$ cat config.mk
export PLATFORM = sky130hd
export DESIGN_NAME = tv80_dma
export DESIGN_NICKNAME = d
export VERILOG_FILES = /design/src/rtl/tv80_dma_pkg.sv /design/src/rtl/tv80_dma_regs.sv /design/src/rtl/tv80_dma.sv
export SDC_FILE = /design/constraint.sdc
export NUM_CORES = 1
export LEC_CHECK = 0
export ABC_AREA = 1
export BUFFER_PORTS_ARGS = -buffer_cell sky130_fd_sc_hd__buf_2
export CAP_MARGIN = 20
export CORE_ASPECT_RATIO = 0.6
export CORE_MARGIN = 2
export CORE_UTILIZATION = 55
export CTS_CLUSTER_SIZE = 24
export DETAILED_ROUTE_END_ITERATION = 12
export PLACE_DENSITY = 0.79
export SETUP_SLACK_MARGIN = 0.2
export SYNTH_ARGS = -nofsm -noshare
export SYNTH_HDL_FRONTEND = slang
export SYNTH_HIERARCHICAL = 1
export SYNTH_SLANG_ARGS = --single-unit
$ cat constraint.sdc
create_clock -name clk -period 3.6 [get_ports clk]
set_input_delay 0.36 -clock clk [delete_from_list [all_inputs] [get_ports clk]]
set_output_delay 0.36 -clock clk [all_outputs]
set_load 0.03 [all_outputs]
$ cat src/rtl/tv80_dma_pkg.sv
// tv80_dma_pkg: shared types and constants for the TV80 single-channel DMA.
// Optional feature macro: TV80_DMA_IRQ_EN (completion interrupt).
package tv80_dma_pkg;

    // Transfer sequencer states, one bus phase per state.
    typedef enum logic [3:0] {
        ST_IDLE,
        ST_REQ,
        ST_RD1,
        ST_RD2,
        ST_RD3,
        ST_WR1,
        ST_WR2,
        ST_WR3,
        ST_REL
    } dma_state_t;

    // Register offsets from IO_BASE.
    localparam logic [2:0] REG_SRC_LO = 3'd0;
    localparam logic [2:0] REG_SRC_HI = 3'd1;
    localparam logic [2:0] REG_DST_LO = 3'd2;
    localparam logic [2:0] REG_DST_HI = 3'd3;
    localparam logic [2:0] REG_LEN_LO = 3'd4;
    localparam logic [2:0] REG_LEN_HI = 3'd5;
    localparam logic [2:0] REG_CTRL   = 3'd6;
    localparam logic [2:0] REG_STATUS = 3'd7;

    // CTRL bit positions.
    localparam int CTRL_START     = 0;
    localparam int CTRL_DST_IO    = 1;
    localparam int CTRL_DST_FIXED = 2;
    localparam int CTRL_IRQ_EN    = 3;

    // STATUS bit positions.
    localparam int STAT_BUSY = 0;
    localparam int STAT_DONE = 1;

    // Programmed transfer descriptor as seen by the sequencer.
    typedef struct packed {
        logic [15:0] src;
        logic [15:0] dst;
        logic [15:0] len;
        logic        dst_io;
        logic        dst_fixed;
    } dma_cfg_t;

    // Post-byte counter values written back into the register file.
    typedef struct packed {
        logic [15:0] src;
        logic [15:0] dst;
        logic [15:0] len;
    } dma_upd_t;

endpackage

$ cat src/rtl/tv80_dma_regs.sv
// tv80_dma_regs: I/O slave decode, register file, strobe edge-detect,
// read mux and sticky DONE. Optional feature macro: TV80_DMA_IRQ_EN.
module tv80_dma_regs
    import tv80_dma_pkg::*;
#(
    parameter logic [7:0] IO_BASE = 8'h80
) (
    input  logic       clk,
    input  logic       reset,
    input  logic [7:0] addr,
    input  logic       iorq_n,
    input  logic       rd_n,
    input  logic       wr_n,
    input  logic [7:0] cpu_do,
    output logic [7:0] cfg_di,
    output logic       cfg_oe,
    input  logic       busy,
    input  logic       done_set,
    input  logic       upd_en,
    input  dma_upd_t   upd,
    output dma_cfg_t   cfg,
    output logic       start,
    output logic       int_n
);

    logic        hit, wr_act, rd_act, wr_act_q, rd_act_q;
    logic        wr_fire, rd_fire;
    logic [15:0] src_q, dst_q, len_q;
    logic        dst_io_q, dst_fixed_q, done_q, irq_en_q;
    logic [7:0]  rd_mux, rd_hold_q;

    assign hit    = (addr[7:3] == IO_BASE[7:3]);
    assign wr_act = ~iorq_n & ~wr_n & hit;
    assign rd_act = ~iorq_n & ~rd_n & hit;

    // A write lands only on the first clock of its strobe, and never while a
    // transfer owns the counters.
    assign wr_fire = wr_act & ~wr_act_q & ~busy;
    assign rd_fire = rd_act & ~rd_act_q;
    assign start   = wr_fire & (addr[2:0] == REG_CTRL) & cpu_do[CTRL_START];

    // Strobe history for edge detection.
    always_ff @(posedge clk) begin
        if (reset) begin
            wr_act_q <= 1'b0;
            rd_act_q <= 1'b0;
        end else begin
            wr_act_q <= wr_act;
            rd_act_q <= rd_act;
        end
    end

    // Register file: CPU writes when idle, sequencer write-back per byte.
    always_ff @(posedge clk) begin
        if (reset) begin
            src_q       <= 16'h0000;
            dst_q       <= 16'h0000;
            len_q       <= 16'h0000;
            dst_io_q    <= 1'b0;
            dst_fixed_q <= 1'b0;
        end else if (wr_fire) begin
            case (addr[2:0])
                REG_SRC_LO: src_q[7:0]  <= cpu_do;
                REG_SRC_HI: src_q[15:8] <= cpu_do;
                REG_DST_LO: dst_q[7:0]  <= cpu_do;
                REG_DST_HI: dst_q[15:8] <= cpu_do;
                REG_LEN_LO: len_q[7:0]  <= cpu_do;
                REG_LEN_HI: len_q[15:8] <= cpu_do;
                REG_CTRL: begin
                    dst_io_q    <= cpu_do[CTRL_DST_IO];
                    dst_fixed_q <= cpu_do[CTRL_DST_FIXED];
                end
                default: ;
            endcase
        end else if (upd_en) begin
            src_q <= upd.src;
            dst_q <= upd.dst;
            len_q <= upd.len;
        end
    end

`ifdef TV80_DMA_IRQ_EN
    // Interrupt enable storage, written with the rest of CTRL.
    always_ff @(posedge clk) begin
        if (reset)
            irq_en_q <= 1'b0;
        else if (wr_fire && addr[2:0] == REG_CTRL)
            irq_en_q <= cpu_do[CTRL_IRQ_EN];
    end
    assign int_n = ~(done_q & irq_en_q);
`else
    assign irq_en_q = 1'b0;
    assign int_n    = 1'b1;
`endif

    // Sticky DONE; a completion in the same cycle as the clearing read wins.
    always_ff @(posedge clk) begin
        if (reset)
            done_q <= 1'b0;
        else if (done_set)
            done_q <= 1'b1;
        else if (rd_fire && addr[2:0] == REG_STATUS)
            done_q <= 1'b0;
    end

    // Read mux over the live register state.
    always_comb begin
        rd_mux = 8'h00;
        case (addr[2:0])
            REG_SRC_LO: rd_mux = src_q[7:0];
            REG_SRC_HI: rd_mux = src_q[15:8];
            REG_DST_LO: rd_mux = dst_q[7:0];
            REG_DST_HI: rd_mux = dst_q[15:8];
            REG_LEN_LO: rd_mux = len_q[7:0];
            REG_LEN_HI: rd_mux = len_q[15:8];
            REG_CTRL:   rd_mux = {4'b0000, irq_en_q, dst_fixed_q, dst_io_q, 1'b0};
            REG_STATUS: rd_mux = {6'b000000, done_q, busy};
            default:    rd_mux = 8'h00;
        endcase
    end

    // Snapshot on the first strobe cycle so a long read keeps returning the
    // pre-clear STATUS value.
    always_ff @(posedge clk) begin
        if (reset)
            rd_hold_q <= 8'h00;
        else if (rd_fire)
            rd_hold_q <= rd_mux;
    end

    assign cfg_oe = rd_act;
    assign cfg_di = rd_act ? (rd_act_q ? rd_hold_q : rd_mux) : 8'h00;
    assign cfg    = '{src_q, dst_q, len_q, dst_io_q, dst_fixed_q};

endmodule

$ cat src/rtl/tv80_dma.sv
// tv80_dma: single-channel Z80 bus-master DMA. Holds the transfer
// sequencer, per-byte counter arithmetic and master bus outputs.
// Optional feature macro: TV80_DMA_IRQ_EN (completion interrupt on int_n).
module tv80_dma
    import tv80_dma_pkg::*;
#(
    parameter logic [7:0] IO_BASE = 8'h80
) (
    input  logic        clk,
    input  logic        reset,
    input  logic [7:0]  addr,
    input  logic        iorq_n,
    input  logic        rd_n,
    input  logic        wr_n,
    input  logic [7:0]  cpu_do,
    output logic [7:0]  cfg_di,
    output logic        cfg_oe,
    output logic        busrq_n,
    input  logic        busak_n,
    input  logic        wait_n,
    output logic [15:0] dma_A,
    output logic [7:0]  dma_do,
    input  logic [7:0]  dma_di,
    output logic        dma_mreq_n,
    output logic        dma_iorq_n,
    output logic        dma_rd_n,
    output logic        dma_wr_n,
    output logic        dma_oe,
    output logic        int_n
);

    dma_state_t  state_q, state_d;
    dma_cfg_t    cfg;
    dma_upd_t    upd;
    logic        start, busy, done_set, upd_en;
    logic [7:0]  data_q;
    logic [15:0] wr_addr;

    assign busy = (state_q != ST_IDLE);

    tv80_dma_regs #(.IO_BASE(IO_BASE)) u_regs (
        .clk      (clk),
        .reset    (reset),
        .addr     (addr),
        .iorq_n   (iorq_n),
        .rd_n     (rd_n),
        .wr_n     (wr_n),
        .cpu_do   (cpu_do),
        .cfg_di   (cfg_di),
        .cfg_oe   (cfg_oe),
        .busy     (busy),
        .done_set (done_set),
        .upd_en   (upd_en),
        .upd      (upd),
        .cfg      (cfg),
        .start    (start),
        .int_n    (int_n)
    );

    // Counter arithmetic is plain 16-bit modulo; LEN only decrements from a
    // non-zero value, so it never wraps.
    assign upd = '{cfg.src + 16'd1,
                   cfg.dst_fixed ? cfg.dst : cfg.dst + 16'd1,
                   cfg.len - 16'd1};

    // I/O destinations drive the port number on the low address byte only.
    assign wr_addr = cfg.dst_io ? {8'h00, cfg.dst[7:0]} : cfg.dst;
    assign dma_do  = data_q;

    // Sequencer state register.
    always_ff @(posedge clk) begin
        if (reset)
            state_q <= ST_IDLE;
        else
            state_q <= state_d;
    end

    // Read data is captured at the end of the last read phase.
    always_ff @(posedge clk) begin
        if (reset)
            data_q <= 8'h00;
        else if (state_q == ST_RD3)
            data_q <= dma_di;
    end

    // Next-state and bus outputs, decoded from the current phase.
    always_comb begin
        state_d    = state_q;
        done_set   = 1'b0;
        upd_en     = 1'b0;
        busrq_n    = 1'b1;
        dma_oe     = 1'b0;
        dma_mreq_n = 1'b1;
        dma_iorq_n = 1'b1;
        dma_rd_n   = 1'b1;
        dma_wr_n   = 1'b1;
        dma_A      = 16'h0000;
        case (state_q)
            ST_IDLE: begin
                if (start) begin
                    if (cfg.len != 16'h0000)
                        state_d = ST_REQ;
                    else
                        done_set = 1'b1;
                end
            end
            ST_REQ: begin
                busrq_n = 1'b0;
                if (!busak_n)
                    state_d = ST_RD1;
            end
            ST_RD1: begin
                busrq_n = 1'b0;
                dma_oe  = 1'b1;
                dma_A   = cfg.src;
                state_d = ST_RD2;
            end
            ST_RD2: begin
                busrq_n    = 1'b0;
                dma_oe     = 1'b1;
                dma_A      = cfg.src;
                dma_mreq_n = 1'b0;
                dma_rd_n   = 1'b0;
                if (wait_n)
                    state_d = ST_RD3;
            end
            ST_RD3: begin
                busrq_n    = 1'b0;
                dma_oe     = 1'b1;
                dma_A      = cfg.src;
                dma_mreq_n = 1'b0;
                dma_rd_n   = 1'b0;
                state_d    = ST_WR1;
            end
            ST_WR1: begin
                busrq_n = 1'b0;
                dma_oe  = 1'b1;
                dma_A   = wr_addr;
                state_d = ST_WR2;
            end
            ST_WR2: begin
                busrq_n    = 1'b0;
                dma_oe     = 1'b1;
                dma_A      = wr_addr;
                dma_mreq_n = cfg.dst_io;
                dma_iorq_n = ~cfg.dst_io;
                dma_wr_n   = 1'b0;
                if (wait_n)
                    state_d = ST_WR3;
            end
            ST_WR3: begin
                busrq_n    = 1'b0;
                dma_oe     = 1'b1;
                dma_A      = wr_addr;
                dma_mreq_n = cfg.dst_io;
                dma_iorq_n = ~cfg.dst_io;
                dma_wr_n   = 1'b0;
                upd_en     = 1'b1;
                state_d    = (upd.len != 16'h0000) ? ST_RD1 : ST_REL;
            end
            ST_REL: begin
                if (busak_n) begin
                    state_d  = ST_IDLE;
                    done_set = 1'b1;
                end
            end
            default: state_d = ST_IDLE;
        endcase
    end

endmodule

==> run_results.csv, run 1 <==
group,metric,value,unit
worst_hold_path,min_path_type,"in -> reg",
floorplan,fp.dieW,136,microns
cells_and_area,mostFrequentLayoutCells,"nand2_1, nor2_1, inv_1",
routing,wirelength,17400,microns
sta,fin_crit,2.84,ns
routing,viasPerCell,5.37,
power_and_ir_drop,p_leak,3.48,nW
global_routing,grt_pass1_wl,27400,microns
clock_network,numCtsBuffers,9,
placed_design,gp_congestion,0.927,
clock_network,worstSkewPairLatency,0.35,ns
clock_network,ctsResizeCount,0,
global_routing,grt.busiest_layer,"met1",
clock_network,cts_buffer_depth,2,
routing,vias,6333,
critical_path,r2r_cells,15,
placed_design,pre_cts_slack,0.874,ns
routing,first_pass_iters,5,
yosys,ys_ff_latch,73,
yosys,synth_top_area_share,0.255,
critical_path,reg2reg_slack,0.76,ns
global_routing,antenna_found_initial,0,
floorplan,dieArea,0.0113,sq mm
global_routing,grt_pass1_vias,5292,
sta,hold_viol_final,0,
cells_and_area,nets,1075,
sta,rsz0062_at_grt,"no",
critical_path,path_common_cell,"nor2_1",
global_routing,grtUsageTotal,0.309,
placed_design,portBuffers,69,
worst_hold_path,whs_path_depth,3,
cells_and_area,final_common_cell,"nand2_1",
clock_network,clock-root-buffer,"clkbuf_16",
yosys,synthTopCellsByArea,"dfxtp_1, nand2_1, nor2_1, inv_1, nand3_1",
power_and_ir_drop,vdd_ir_drop_max,243,uV
clock_network,h-tree-depth,3,
cells_and_area,syn_to_final_growth,11.5,%
clock_network,cts.hold.buffers_added,0,
yosys,synth-async-reset-ratio,0,
sta,finClkSkew,0.00655,ns
floorplan,num_rows,28,
yosys,synth_warnings,6,
critical_path,cp_max_fo,15,
clock_network,cts_tree,"built",
placed_design,hpwl,12400,microns
critical_path,crit_path_end_kind,"flop",
routing,drt-initial-drc-count,643,
routing,ant_nets,0,
critical_path,r2r_start,"state_q[2]$_SDFFE_PP0P_",
sta,slew_viol_final,0,
clock_network,clk_transition_reported_paths,0.06,ns
floorplan,boundaryPins,71,
power_and_ir_drop,cellPowerDensity,285,mW/mm^2
cells_and_area,layout-drive-gt1-share,0.144,
yosys,syn-cell-area,0.00574,sq mm
routing,drc,0,
global_routing,met1_usage,0.477,
critical_path,startpoint,"state_q[2]$_SDFFE_PP0P_",
yosys,synth.distinct_cells,40,
critical_path,cp-start-kind,"flop",
critical_path,arrival,3.08,ns
critical_path,cp_cell_sequence,"nor2_1, inv_1, nor2_1, inv_1, nor2_4, buf_4, nand4_1, nor2_1, inv_1, a221oi_2, nand2_1, nor2_2, nand2_1, nand2_1, nor2_1",
yosys,synth-edff-count,0,
critical_path,crit_end,"state_q[0]$_SDFFE_PP0P_",
yosys,seq_area_frac_synth,0.255,
critical_path,slowest_delay,0.35,ns
yosys,ys.flop_type,"dfxtp_1",
global_routing,met2_usage,0.415,
critical_path,r2r-end,"state_q[0]$_SDFFE_PP0P_",
sta,max_freq,0.353,GHz
yosys,synthCells,988,
global_routing,met3_usage,0.0763,
sta,setup-tns-final,0,ns
clock_network,post_cts_buffers,0,
routing,wl_per_cell,14.8,microns
yosys,synthesis.nets,1023,
floorplan,coreArea,0.0100,sq mm
cells_and_area,n_antenna_cell,0,
global_routing,grt_max_degree,55,
sta,worstMarginPinSlew,0.929,ns
critical_path,cpMaxStageDelayCell,"nand4_1",
cells_and_area,fin_cells,1180,
sta,min_period_over_period,0.788,
yosys,synth_area_per_cell,5.81,sq um
clock_network,cts_num_sinks,73,
floorplan,initial_core_util,0.573,
yosys,synth_area_leader_cell,"dfxtp_1",
sta,slew_headroom,0.381,
run,max_cap_viol_count,0,
critical_path,required,3.85,ns
sta,setup_violations,0,
global_routing,grt_overflow_total,0,
critical_path,crit_type,"reg -> reg",
floorplan,fp.dieH,83.1,microns
run_status,status,"finished, final reports clean",
cells_and_area,fillers,984,
placed_design,dpl.cell_count,1164,
sta,worst_slack,0.764,ns
==> where the power goes <==
group / internal, mW / switching (mW)
registers: 0.809 / 0.00136
clock network: 0.553 / 0.366
logic: 0.0256 / 0.0709
total: 1.39 / 0.439
==> area by class of cell <==
cell class                      count  area, sq um  share of cell area
Clock buffer                       11          243              0.0379
Multi-Input combinational cell    739         3550               0.554
Tap cell                          135          169              0.0264
Inverter                          142          533              0.0833
Sequential cell                    73         1460               0.228
Clock inverter                      5         55.1             0.00860
Timing Repair Buffer               75          390              0.0610
==> kinds of logic after synthesis <==
logic type / share of synthesized area
AOI/OAI and AO/OA: 0.0586
xor gates and xnor gates: 0.0427
adders and majority gates: 0.00872
buffers and inverters: 0.127
DFF: 0.255
other: 0.000653
and+or+nand+nor: 0.507
==> stage by stage <==
step | hold slack, ns | instance area (sq um) | power [mW] | util
finish | 0.238 | 6400 | 1.83 | 0.639
global route | 0.247 | 6400 | 1.88 | 0.639
CTS | 0.235 | 6400 | 1.83 | 0.639
detailed placement | 0.460 | 6100 | 0.921 | 0.609
global placement | 0.455 | 6100 | 0.921 | 0.609
floorplan | 0.422 | 5740 | 0.889 | -
==> critical path, delay by kind of cell (launching register included) <==
| kind | cells | cell delay (ns) |
|---|---|---|
| buffers and inverters | 4 | 0.56 |
| AO/OA/AOI/OAI | 1 | 0.26 |
| flip-flops | 1 | 0.34 |
| AND/OR/NAND/NOR | 10 | 1.57 |
==> cell usage after synthesis (7+ instances only) <==
cell,count
nand3_1,84
nand4_1,27
xor2_1,26
dfxtp_1,73
inv_2,9
o22ai_1,10
buf_4,7
nand2_2,8
nand2_1,292
a21oi_1,15
clkbuf_1,11
nor2_1,182
nor2_2,12
inv_1,131
o21ai_0,35
buf_2,11
==> flip-flops by register name (all words and copies together) (netlist names) <==
register / count
u_regs/rd_hold_q: 8
u_regs/src_q: 16
u_regs/dst_io_q: 1
state_q: 4
u_regs/rd_act_q: 1
u_regs/done_q: 1
u_regs/wr_act_q: 1
dma_do: 8
u_regs/len_q: 16
u_regs/dst_fixed_q: 1
u_regs/dst_q: 16
==> metal layers <==
metal	wire length, microns	part of all wire	up-vias
met3	2170	0.12	25
met4	250	0.014	0
met1	7970	0.46	2784
met5	0	0	-
li1	-	-	3171
met2	7040	0.40	353
==> worst min path at each step <==
stage / start / end / slack, ns
6_report: dma_di[5] / dma_do[5]$_SDFFE_PP0P_ / 0.24
2_1_floorplan: reset / state_q[1]$_SDFFE_PP0P_ / 0.42
3_5_place_dp: u_regs/rd_hold_q[2]$_SDFFE_PP0P_ / u_regs/rd_hold_q[2]$_SDFFE_PP0P_ / 0.46
3_3_place_gp: u_regs/rd_hold_q[7]$_SDFFE_PP0P_ / u_regs/rd_hold_q[7]$_SDFFE_PP0P_ / 0.46
5_1_grt: dma_di[4] / dma_do[4]$_SDFFE_PP0P_ / 0.25
4_1_cts: dma_di[4] / dma_do[4]$_SDFFE_PP0P_ / 0.24
(Power assumes the default switching activity.)
==> run 2: changes to the inputs <==
--- a/config.mk
+++ b/config.mk
@@ -5,7 +5,7 @@
 export SDC_FILE = /design/constraint.sdc
 export NUM_CORES = 1
 export LEC_CHECK = 0
-export ABC_AREA = 1
+export ABC_AREA = 0
 export BUFFER_PORTS_ARGS = -buffer_cell sky130_fd_sc_hd__buf_2
 export CAP_MARGIN = 20
 export CORE_ASPECT_RATIO = 0.6
@@ -13,7 +13,7 @@
 export CORE_UTILIZATION = 55
 export CTS_CLUSTER_SIZE = 24
 export DETAILED_ROUTE_END_ITERATION = 12
-export PLACE_DENSITY = 0.79
+export PLACE_DENSITY = 0.8
 export SETUP_SLACK_MARGIN = 0.2
 export SYNTH_ARGS = -nofsm -noshare
 export SYNTH_HDL_FRONTEND = slang
==> constraint.sdc (replaced) <==
create_clock -name clk -period 2.63 [get_ports clk]
set_input_delay 0.263 -clock clk [delete_from_list [all_inputs] [get_ports clk]]
set_output_delay 0.263 -clock clk [all_outputs]
set_load 0.03 [all_outputs]
==> run_results.csv, run 2 <==
group,metric,value,unit
sta,slew_headroom,0.363,
yosys,synth.distinct_cells,64,
sta,finClkSkew,0.00553,ns
critical_path,required,2.86,ns
clock_network,cts_num_sinks,73,
sta,hold_viol_final,0,
placed_design,gp_congestion,0.942,
critical_path,cpMaxStageDelayCell,"or4_4",
critical_path,r2r_cells,9,
cells_and_area,top_regs,"u_regs/dst_q: 16 flops, u_regs/len_q: 16 flops, u_regs/src_q: 16 flops",
critical_path,path_buf_inv,0,
run_status,status,"finished with violations",
critical_path,cp_max_fo,2,
yosys,synthesis.nets,632,
placed_design,pre_cts_slack,-0.0809,ns
global_routing,grt_overflow_total,0,
routing,viasPerCell,6.97,
critical_path,slowest_delay,0.45,ns
yosys,synth_top_area_share,0.296,
routing,drt-initial-drc-count,943,
yosys,synth-edff-count,0,
global_routing,grtUsageTotal,0.349,
floorplan,coreArea,0.00862,sq mm
global_routing,grt_max_degree,49,
power_and_ir_drop,p_leak,2.44,nW
placed_design,portBuffers,69,
floorplan,dieArea,0.00978,sq mm
yosys,seq_area_frac_synth,0.296,
routing,ant_nets,0,
yosys,yosysMostFrequentCell,"dfxtp_1",
yosys,ys_ff_latch,73,
clock_network,cts_tree,"built",
sta,fin_crit,2.71,ns
clock_network,clock-root-buffer,"clkbuf_16",
routing,wl_per_cell,22.6,microns
power_and_ir_drop,vdd_ir_drop_max,309,uV
yosys,syn-cell-area,0.00494,sq mm
sta,setup_violations,2,
clock_network,numCtsBuffers,9,
critical_path,crit_type,"reg -> reg",
clock_network,clk_transition_reported_paths,0.06,ns
yosys,synth_common_cells,"dfxtp_1, a21oi_1, nor2_1, nand2_1, o221a_2",
cells_and_area,layout-drive-gt1-share,0.323,
global_routing,antenna_found_initial,0,
routing,drc,0,
placed_design,hpwl,12400,microns
floorplan,fp.dieH,77.4,microns
floorplan,boundaryPins,71,
cells_and_area,mostFrequentLayoutCells,"dfxtp_1, buf_2, a21oi_1",
power_and_ir_drop,cellPowerDensity,426,mW/mm^2
global_routing,grt_pass1_vias,4918,
clock_network,cts_buffer_depth,2,
critical_path,crit_family,"simple AND/OR/NAND/NOR gates",
cells_and_area,final_common_cell,"dfxtp_1",
yosys,synth_area_per_cell,8.27,sq um
cells_and_area,n_antenna_cell,0,
critical_path,arrival,2.94,ns
yosys,ys.flop_type,"dfxtp_1",
critical_path,cp_cell_sequence,"or3_4, nand2b_4, or3_4, or4_4, nor2_4, nor3_2, o31ai_2, o22ai_1, mux2_1",
yosys,synth_warnings,6,
yosys,synth-async-reset-ratio,0,
cells_and_area,syn_to_final_growth,27.0,%
routing,wirelength,18000,microns
worst_hold_path,min_path_type,"in -> reg",
sta,slew_viol_final,0,
critical_path,path_common_cell,"or3_4",
routing,first_pass_iters,6,
routing,vias,5556,
floorplan,initial_core_util,0.573,
run_status,violations,"setup timing",
sta,worstMarginPinSlew,0.948,ns
yosys,synthCells,597,
power_and_ir_drop,total_power,2.67,mW
sta,hold_slack,0.152,ns
clock_network,worstSkewPairLatency,0.35,ns
sta,worst_slack,-0.0785,ns
yosys,synth_area_leader_cell,"dfxtp_1",
clock_network,h-tree-depth,3,
floorplan,fp.dieW,126,microns
yosys,synthTopCellsByArea,"dfxtp_1, o221a_2, a21oi_1, xnor2_1, nor2_1",
critical_path,crit_path_end_kind,"flop",
sta,max_freq,0.369,GHz
sta,rsz0062_at_grt,"yes",
floorplan,num_rows,26,
cells_and_area,nets,715,
worst_hold_path,whs_path_depth,3,
global_routing,grt_pass1_wl,26600,microns
critical_path,cp-start-kind,"flop",
run,max_cap_viol_count,0,
sta,min_period_over_period,1.03,
critical_path,crit_cells,9,
## run 2: cell count changes after synthesis, sizes merged, moves of 13 or more
cell | previous run | this run
xnor2 | 2 | 26
nand2 | 301 | 49
nand3 | 88 | 8
mux2i | 0 | 13
o21ai | 35 | 13
inv | 140 | 15
a22o | 0 | 16
nor2 | 200 | 52
a21oi | 16 | 64
clkbuf | 11 | 24
o221a | 0 | 48
nand4 | 33 | 8
## run 2: through the flow
stage	instance area, sq um	std cells	setup TNS (ns)	utilization
final	6270	797	-0.113	0.727
after global routing	6270	797	-0.301	0.727
after CTS	5970	794	-0.0476	0.693
after detailed placement	5560	769	-0.0809	0.645
after global placement	5560	769	0	0.645
after floorplan	5010	597	-0.179	-
## run 2: path summary, 6_finish.rpt
path / start / to / slack (ns)
setup / recovery: state_q[2]$_SDFFE_PP0P_ / state_q[0]$_SDFFE_PP0P_ / -0.08
hold / removal: dma_di[2] / dma_do[2]$_SDFFE_PP0P_ / 0.15
setup reg to reg: state_q[2]$_SDFFE_PP0P_ / state_q[0]$_SDFFE_PP0P_ / -0.08
hold reg to reg: dma_do[7]$_SDFFE_PP0P_ / dma_do[7]$_SDFFE_PP0P_ / 0.46
## run 2: cell families after synthesis
kind of cell / count (synthesis) / synth area share
multiplexers: 18 / 0.0423
AO/OA/AOI/OAI: 194 / 0.301
XOR/XNOR: 41 / 0.0727
other: 1 / 0.000760
adder cells (fa/ha/maj): 4 / 0.0101
buffers and inverters: 57 / 0.0514
AND/OR/NAND/NOR: 209 / 0.225
flip-flops: 73 / 0.296
## run 2: area by class of cell
class / instances / area, sq um
inverters: 15 / 61.3
well taps: 112 / 140
multi-input cells: 467 / 3570
fillers: 646 / 2350
clock buffers: 12 / 256
flip-flops and latches: 73 / 1470
repair buffers: 114 / 718
clock inverters: 4 / 51.3
## run 2: metal layers
layer / wire length, microns / GRT usage / vias up / share of wire
met2: 7620 / 0.489 / 414 / 0.42
met5: 0 / 0 / - / 0
li1: - / - / 2428 / -
met3: 2420 / 0.114 / 58 / 0.13
met4: 524 / 0.119 / 0 / 0.029
met1: 7410 / 0.502 / 2656 / 0.41
## run 2: power by group
part / switching, mW / internal [mW]
combinational: 0.163 / 0.0914
sequential: 0.00652 / 1.11
clock: 0.516 / 0.788
## run 2: repair_timing
action / CTS / global route
buffers inserted: 9 / 3
setup endpoints to repair: 23 / 34
gates resized for setup: 11 / 40
hold buffers: 0 / 0
pin swaps: 4 / 22
## run 2: worst reg2reg max path, stage by stage (launching register included)
cell and delay, ns:
dfxtp_2 0.32, or3_4 0.38, nand2b_4 0.15, or3_4 0.39
or4_4 0.45, nor2_4 0.12, nor3_2 0.05, o31ai_2 0.28
o22ai_1 0.13, mux2_1 0.32
